### config.mk
export PLATFORM = sky130hd
export DESIGN_NAME = dma_rr_scheduler
export DESIGN_NICKNAME = d
export VERILOG_FILES = /design/src/rtl/dma_rr_scheduler.sv
export SDC_FILE = /design/constraint.sdc
export NUM_CORES = 1
export LEC_CHECK = 0
export ABC_AREA = 0
export CAP_MARGIN = 20
export CELL_PAD_IN_SITES_DETAIL_PLACEMENT = 1
export CELL_PAD_IN_SITES_GLOBAL_PLACEMENT = 1
export CORE_MARGIN = 2
export CORE_UTILIZATION = 36
export CTS_CLUSTER_DIAMETER = 120
export DETAILED_ROUTE_END_ITERATION = 10
export PLACE_DENSITY = 0.94
export SKIP_LAST_GASP = 1
export SYNTH_ARGS = -nofsm -noshare
export SYNTH_HDL_FRONTEND = slang
export SYNTH_SLANG_ARGS = --single-unit
### constraint.sdc
create_clock -name clk -period 6.2 [get_ports clk]
set_clock_uncertainty 0.05 [all_clocks]
set_input_delay 1.24 -clock clk [delete_from_list [all_inputs] [get_ports clk]]
set_output_delay 1.24 -clock clk [all_outputs]
set_load 0.02 [all_outputs]
### src/rtl/dma_rr_scheduler.sv
// dma_rr_scheduler: round-robin arbiter in front of a shared single-port memory.
// The winning channel's block is copied one byte at a time as a READ cycle
// followed by a WRITE cycle. Every output comes straight from a flop.
module dma_rr_scheduler #(
    parameter int NUM_CH = 4,
    parameter int AW     = 4,
    parameter int DW     = 8,
    parameter int LW     = 4
) (
    input  logic                 clk,
    input  logic                 rst_n,
    input  logic [NUM_CH-1:0]    ch_req,
    input  logic [NUM_CH*AW-1:0] ch_src,
    input  logic [NUM_CH*AW-1:0] ch_dst,
    input  logic [NUM_CH*LW-1:0] ch_len,
    output logic [NUM_CH-1:0]    ch_ack,
    output logic [NUM_CH-1:0]    ch_done,
    output logic                 busy,
    output logic [2:0]           grant_id,
    output logic [AW-1:0]        mem_addr,
    output logic [DW-1:0]        mem_data_in,
    output logic                 mem_we_n,
    output logic                 mem_ce_n,
    input  logic [DW-1:0]        mem_data_out
);
    localparam int CW = (NUM_CH > 1) ? $clog2(NUM_CH) : 1;

    typedef enum logic [1:0] {IDLE, READ, WRITE, DONE} state_t;

    state_t              state_q, state_d;
    logic [AW-1:0]       cur_src_q, cur_src_d;
    logic [AW-1:0]       cur_dst_q, cur_dst_d;
    logic [LW-1:0]       remaining_q, remaining_d;
    logic [2:0]          rr_ptr_q, rr_ptr_d;
    logic [2:0]          grant_id_q, grant_id_d;
    logic [NUM_CH-1:0]   ch_ack_q, ch_ack_d;
    logic [NUM_CH-1:0]   ch_done_q, ch_done_d;
    logic                busy_q, busy_d;
    logic [AW-1:0]       mem_addr_q, mem_addr_d;
    logic [DW-1:0]       mem_data_in_q, mem_data_in_d;
    logic                mem_we_n_q, mem_we_n_d;
    logic                mem_ce_n_q, mem_ce_n_d;

    logic                req_any;
    logic [CW-1:0]       win_c;
    logic [CW-1:0]       idx_c;
    logic [AW-1:0]       win_src, win_dst;
    logic [LW-1:0]       win_len;

    // Round-robin pick: first requester after the last served channel, with wrap.
    always_comb begin
        req_any = 1'b0;
        win_c   = '0;
        idx_c   = '0;
        for (int off = 1; off <= NUM_CH; off++) begin
            idx_c = CW'((int'(rr_ptr_q) + off) % NUM_CH);
            if (!req_any && ch_req[idx_c]) begin
                req_any = 1'b1;
                win_c   = idx_c;
            end
        end
        win_src = AW'(ch_src >> (int'(win_c) * AW));
        win_dst = AW'(ch_dst >> (int'(win_c) * AW));
        win_len = LW'(ch_len >> (int'(win_c) * LW));
    end

    // Next-state and next-output logic; outputs are computed one cycle ahead
    // so the memory port shows each state's values during that state.
    // mem_data_in_q doubles as the byte buffer between READ and WRITE.
    always_comb begin
        state_d       = state_q;
        cur_src_d     = cur_src_q;
        cur_dst_d     = cur_dst_q;
        remaining_d   = remaining_q;
        rr_ptr_d      = rr_ptr_q;
        grant_id_d    = grant_id_q;
        ch_ack_d      = '0;
        ch_done_d     = '0;
        busy_d        = busy_q;
        mem_addr_d    = mem_addr_q;
        mem_data_in_d = mem_data_in_q;
        mem_we_n_d    = 1'b1;
        mem_ce_n_d    = 1'b1;
        unique case (state_q)
            IDLE: begin
                if (req_any) begin
                    state_d     = READ;
                    cur_src_d   = win_src;
                    cur_dst_d   = win_dst;
                    remaining_d = win_len;
                    grant_id_d  = 3'(win_c);
                    ch_ack_d    = {{(NUM_CH-1){1'b0}}, 1'b1} << win_c;
                    busy_d      = 1'b1;
                    mem_addr_d  = win_src;
                    mem_ce_n_d  = 1'b0;
                end
            end
            READ: begin
                state_d       = WRITE;
                mem_data_in_d = mem_data_out;
                mem_addr_d    = cur_dst_q;
                mem_ce_n_d    = 1'b0;
                mem_we_n_d    = 1'b0;
            end
            WRITE: begin
                if (remaining_q == '0) begin
                    state_d = DONE;
                end else begin
                    state_d     = READ;
                    cur_src_d   = cur_src_q + AW'(1);
                    cur_dst_d   = cur_dst_q + AW'(1);
                    remaining_d = remaining_q - LW'(1);
                    mem_addr_d  = cur_src_q + AW'(1);
                    mem_ce_n_d  = 1'b0;
                end
            end
            DONE: begin
                state_d   = IDLE;
                ch_done_d = {{(NUM_CH-1){1'b0}}, 1'b1} << grant_id_q;
                rr_ptr_d  = grant_id_q;
                busy_d    = 1'b0;
            end
            default: state_d = IDLE;
        endcase
    end

    // State and output registers; reset aborts any transfer in flight.
    always_ff @(posedge clk or negedge rst_n) begin
        if (!rst_n) begin
            state_q       <= IDLE;
            cur_src_q     <= '0;
            cur_dst_q     <= '0;
            remaining_q   <= '0;
            rr_ptr_q      <= 3'(NUM_CH - 1);
            grant_id_q    <= '0;
            ch_ack_q      <= '0;
            ch_done_q     <= '0;
            busy_q        <= 1'b0;
            mem_addr_q    <= '0;
            mem_data_in_q <= '0;
            mem_we_n_q    <= 1'b1;
            mem_ce_n_q    <= 1'b1;
        end else begin
            state_q       <= state_d;
            cur_src_q     <= cur_src_d;
            cur_dst_q     <= cur_dst_d;
            remaining_q   <= remaining_d;
            rr_ptr_q      <= rr_ptr_d;
            grant_id_q    <= grant_id_d;
            ch_ack_q      <= ch_ack_d;
            ch_done_q     <= ch_done_d;
            busy_q        <= busy_d;
            mem_addr_q    <= mem_addr_d;
            mem_data_in_q <= mem_data_in_d;
            mem_we_n_q    <= mem_we_n_d;
            mem_ce_n_q    <= mem_ce_n_d;
        end
    end

    assign ch_ack      = ch_ack_q;
    assign ch_done     = ch_done_q;
    assign busy        = busy_q;
    assign grant_id    = grant_id_q;
    assign mem_addr    = mem_addr_q;
    assign mem_data_in = mem_data_in_q;
    assign mem_we_n    = mem_we_n_q;
    assign mem_ce_n    = mem_ce_n_q;

endmodule
==> results_dict.tcl <==
set metrics [dict create \
    run_status "complete, no violations" \
    crit_path_cell_trace "clkdlybuf4s50_1, nor2_1, o21ai_1, and3_1, buf_4, a211oi_2, o31ai_1, a221o_1" \
    detail_route.drc_violations 0 \
    clk-insertion-delay-late_ps 300 \
    finalNetCount 403 \
    max_freq_ghz 0.297 \
    yosys.area.top_type "sky130_fd_sc_hd__dfrtp_1" \
    worst_ep_arrival_time_ps 3500 \
    yosysMostFrequentCell "sky130_fd_sc_hd__dfrtp_1" \
    worstHoldPathType "flop to flop" \
    yosysWarningCount 0 \
    final_critical_path_setup_slack_ps 2840 \
    timing.reg2reg.setup_slack_ps 3100 \
    timing.critical_path.fanout_max 24 \
    die-area_um2 7520 \
    rr_endpoint "cur_src_q[2]$_DFFE_PN0P_" \
    vias_in_the_first_global_route 2368 \
    ant_nets 0 \
    timing.max_cap.violations 0 \
    die_w_um 86.7 \
    grt_max_degree 42 \
    min_delay_path_depth 1 \
    slew_headroom_pct 31.7 \
    post_cts.resized_instances 0 \
    slowest_delay_ps 500 \
    synth_top_family_by_area "compound AO/OA/AOI/OAI gates" \
    worst_hold_slack_ps 459 \
    clock_sinks 41 \
    synth_compound_gate_area_share_pct 21.4 \
    critPathKind "input pin to flop" \
    vias 2208 \
    cts.htree.levels 2 \
    mean_instance_size_in_the_synthesized_netlist_um2 9.86 \
    cts_max_path_buffers 2 \
    cp.buffers_inverters 2 \
    post_synth_xor_area_fraction_pct 0.711 \
    count_of_flip_flops_with_a_built_in_enable_after_synthesis 0 \
    cpLargestDelayFamily "compound AO/OA/AOI/OAI gates" \
    synth_top_area_share_pct 37.6 \
    cts_setup_buffers 0 \
    synthAdderAreaFrac_pct 4.57 \
    ff2ff_path_depth 7 \
    crit_slowest_cell "sky130_fd_sc_hd__clkdlybuf4s50_1" \
    portion_of_total_power_attributed_to_the_clock_network_pct 12.5 \
    port_buffers 86 \
    synth_common_cells "sky130_fd_sc_hd__dfrtp_1, sky130_fd_sc_hd__nand2_1, sky130_fd_sc_hd__a21oi_1" \
    setup_violations 0 \
    synth_fp_nets 321 \
    period_share_pct 54.2 \
    io_pins 88 \
    post-dp-hpwl_um 5090 \
    finalSetupTns_ps 0 \
    totalWireLength_um 6690 \
    rr_startpoint "state_q[0]$_DFFE_PN0P_" \
    period_minus_slack_ps 3360 \
    initial_core_utilization_pct 36.7 \
    path_clk_slew_ps 80 \
    num_rows 30 \
    switchingPower_mw 0.714 \
    sequential_fraction_of_the_synthesis_area_pct 41.8 \
    internal_power_mw 0.958 \
    synth_flop_cell "sky130_fd_sc_hd__dfrtp_1" \
    detailedRoute.firstIterationViolations 75 \
    yosys-mux-area-fraction_pct 12.3 \
    globalRouteTotalUtil_pct 18.2 \
    setup.worst_path.end_class "flop" \
    leakage_nw 1.46 \
    place_worst_setup_slack_ps 2600 \
    first_pass_grt_wire_length_um 10800 \
    post_route_cells_drive_above_1_share_pct 10.8 \
    vias_per_cell 5.36 \
    global_route.overflow_total 0 \
    startpoint "ch_req[2]" \
    syn-instance-count 250 \
    clock_tree_from_tritoncts "built" \
    place_congestion 0.862 \
    share_seq_of_total_power_pct 30.0 \
    critPathCapture "cur_src_q[3]$_DFFE_PN0P_" \
    worstMarginPinSlew_ps 1020 \
    post_cts_hold_buffer_count 0 \
    drt_pre_antenna_iters 4 \
    cts_root_buffer "sky130_fd_sc_hd__clkbuf_8" \
    antenna_violations_before_repair 0 \
    final_hold_viol_count 0 \
    synth.cell_area_um2 2460 \
    antenna_cells_inserted 0 \
    core_region_area_um2 6720 \
    rsz0062_at_grt "false" \
    yosys.area_share.simple_pct 13.6 \
    critPathRequiredTime_ps 6340 \
    final_max_slew_viol_count 0 \
    wl_per_cell_um 16.2 \
    dieHeight_um 86.7 \
    synth.lib_cells_used.distinct 48 \
    netlist_top_cells_area "sky130_fd_sc_hd__dfrtp_1, sky130_fd_sc_hd__mux2i_1, sky130_fd_sc_hd__mux2_2" \
    power_frac_comb_pct 57.6 \
    total_of_flip_flops_plus_latches_after_synthesis 41 \
    power_per_cell_area_nw_per_um2 485 \
    swShare_pct 42.7 \
    worstSetupStartpointType "input pin" \
    tritoncts.num_buffers 5 \
    peakVddDrop_mv 0.139 \
    async_flop_share_pct 100 \
    syn2layout_area_growth_pct 40.0 \
    worstSetupPathDepth 8 \
]
## worst register-to-register path, stage by stage, from the launching register on
cell and delay [ps]:
sky130_fd_sc_hd__dfrtp_1 420, sky130_fd_sc_hd__inv_1 140, sky130_fd_sc_hd__ha_1 700, sky130_fd_sc_hd__nor2_1 200
sky130_fd_sc_hd__a211oi_2 840, sky130_fd_sc_hd__o21ai_0 280, sky130_fd_sc_hd__a21oi_1 240, sky130_fd_sc_hd__o21ai_1 110
## kinds of logic (layout without fill, tap and decap cells)
group	after synthesis	in the layout
mux	29	29
compound gates	75	75
simple gates	68	68
other cells	1	1
fa+ha+maj	9	9
flops	41	41
buf+inv	25	107
xor+xnor	2	2
## placed cells by master (no fill, tap or decap), drive strengths merged, types with 2 or more instances in the layout
cell type and instances:
a21o 3, ha 9, dfstp 4, nand2b 2
o32a 2, a221o 2, buf 3, and3 4
a211oi 5, nand3 7, a22o 4, a31oi 6
o2bb2ai 4, o21bai 2, dfrtp 37, o21ai 21
nor3 10, nand2 21, mux2i 18, inv 12
mux2 11, a21oi 20, clkbuf 5, nor2 14
clkdlybuf4s50 85, nor2b 5
## registers in the layout, summed over array words and instances (netlist names)
register	cells
cur_dst_q	4
rr_ptr_q	2
ch_done	4
state_q	2
mem_ce_n	1
busy	1
mem_addr	4
remaining_q	4
cur_src_q	4
grant_id	2
mem_data_in	8
mem_we_n	1
ch_ack	4
## cell type report
cell class              instances  area [um2]
clock buffers                   5        68.8
clock inverters                 2        35.0
fillers                       772        3270
inverters                      12        45.0
multi-input cells             184        1300
flip-flops and latches         41        1030
well taps                      80         100
repair buffers                 88         871
## power groups by stage
stage          Clock [mW]  Combinational, mW  Sequential [mW]
4_1_cts             0.213              0.970            0.501
5_1_grt             0.221               1.06            0.516
3_5_place_dp            0              0.961            0.504
2_1_floorplan           0              0.579            0.568
6_report            0.209              0.963            0.501
3_3_place_gp            0              0.923            0.496
## metal layers
layer / wire length [um] / vias up / global-route usage (%)
met5: 0 / - / 0
met4: 172 / 0 / 6.96
met3: 377 / 18 / 5.33
met2: 3310 / 81 / 32.1
met1: 2830 / 1044 / 20.6
li1: - / 1065 / -
## worst min-delay path by stage
| stage | to | from |
|---|---|---|
| global placement | mem_data_in[4]$_DFFE_PN0N_ | mem_data_in[4]$_DFFE_PN0N_ |
| floorplan | cur_src_q[1]$_DFFE_PN0P_ | cur_src_q[1]$_DFFE_PN0P_ |
| global route | mem_data_in[3]$_DFFE_PN0N_ | mem_data_in[3]$_DFFE_PN0N_ |
| detailed placement | mem_data_in[7]$_DFFE_PN0N_ | mem_data_in[7]$_DFFE_PN0N_ |
| CTS | mem_data_in[5]$_DFFE_PN0N_ | mem_data_in[5]$_DFFE_PN0N_ |
| finish | mem_data_in[6]$_DFFE_PN0N_ | mem_data_in[6]$_DFFE_PN0N_ |
## stage by stage
step	utilization, %	total power, mW	area, um2	std cells
floorplan	-	1.15	2460	250
global placement	49.8	1.42	3350	405
detailed placement	49.8	1.46	3350	405
CTS	51.4	1.68	3450	412
global route	51.4	1.80	3450	412
finish	51.4	1.67	3450	412
Power figures use the tool's default switching activity.
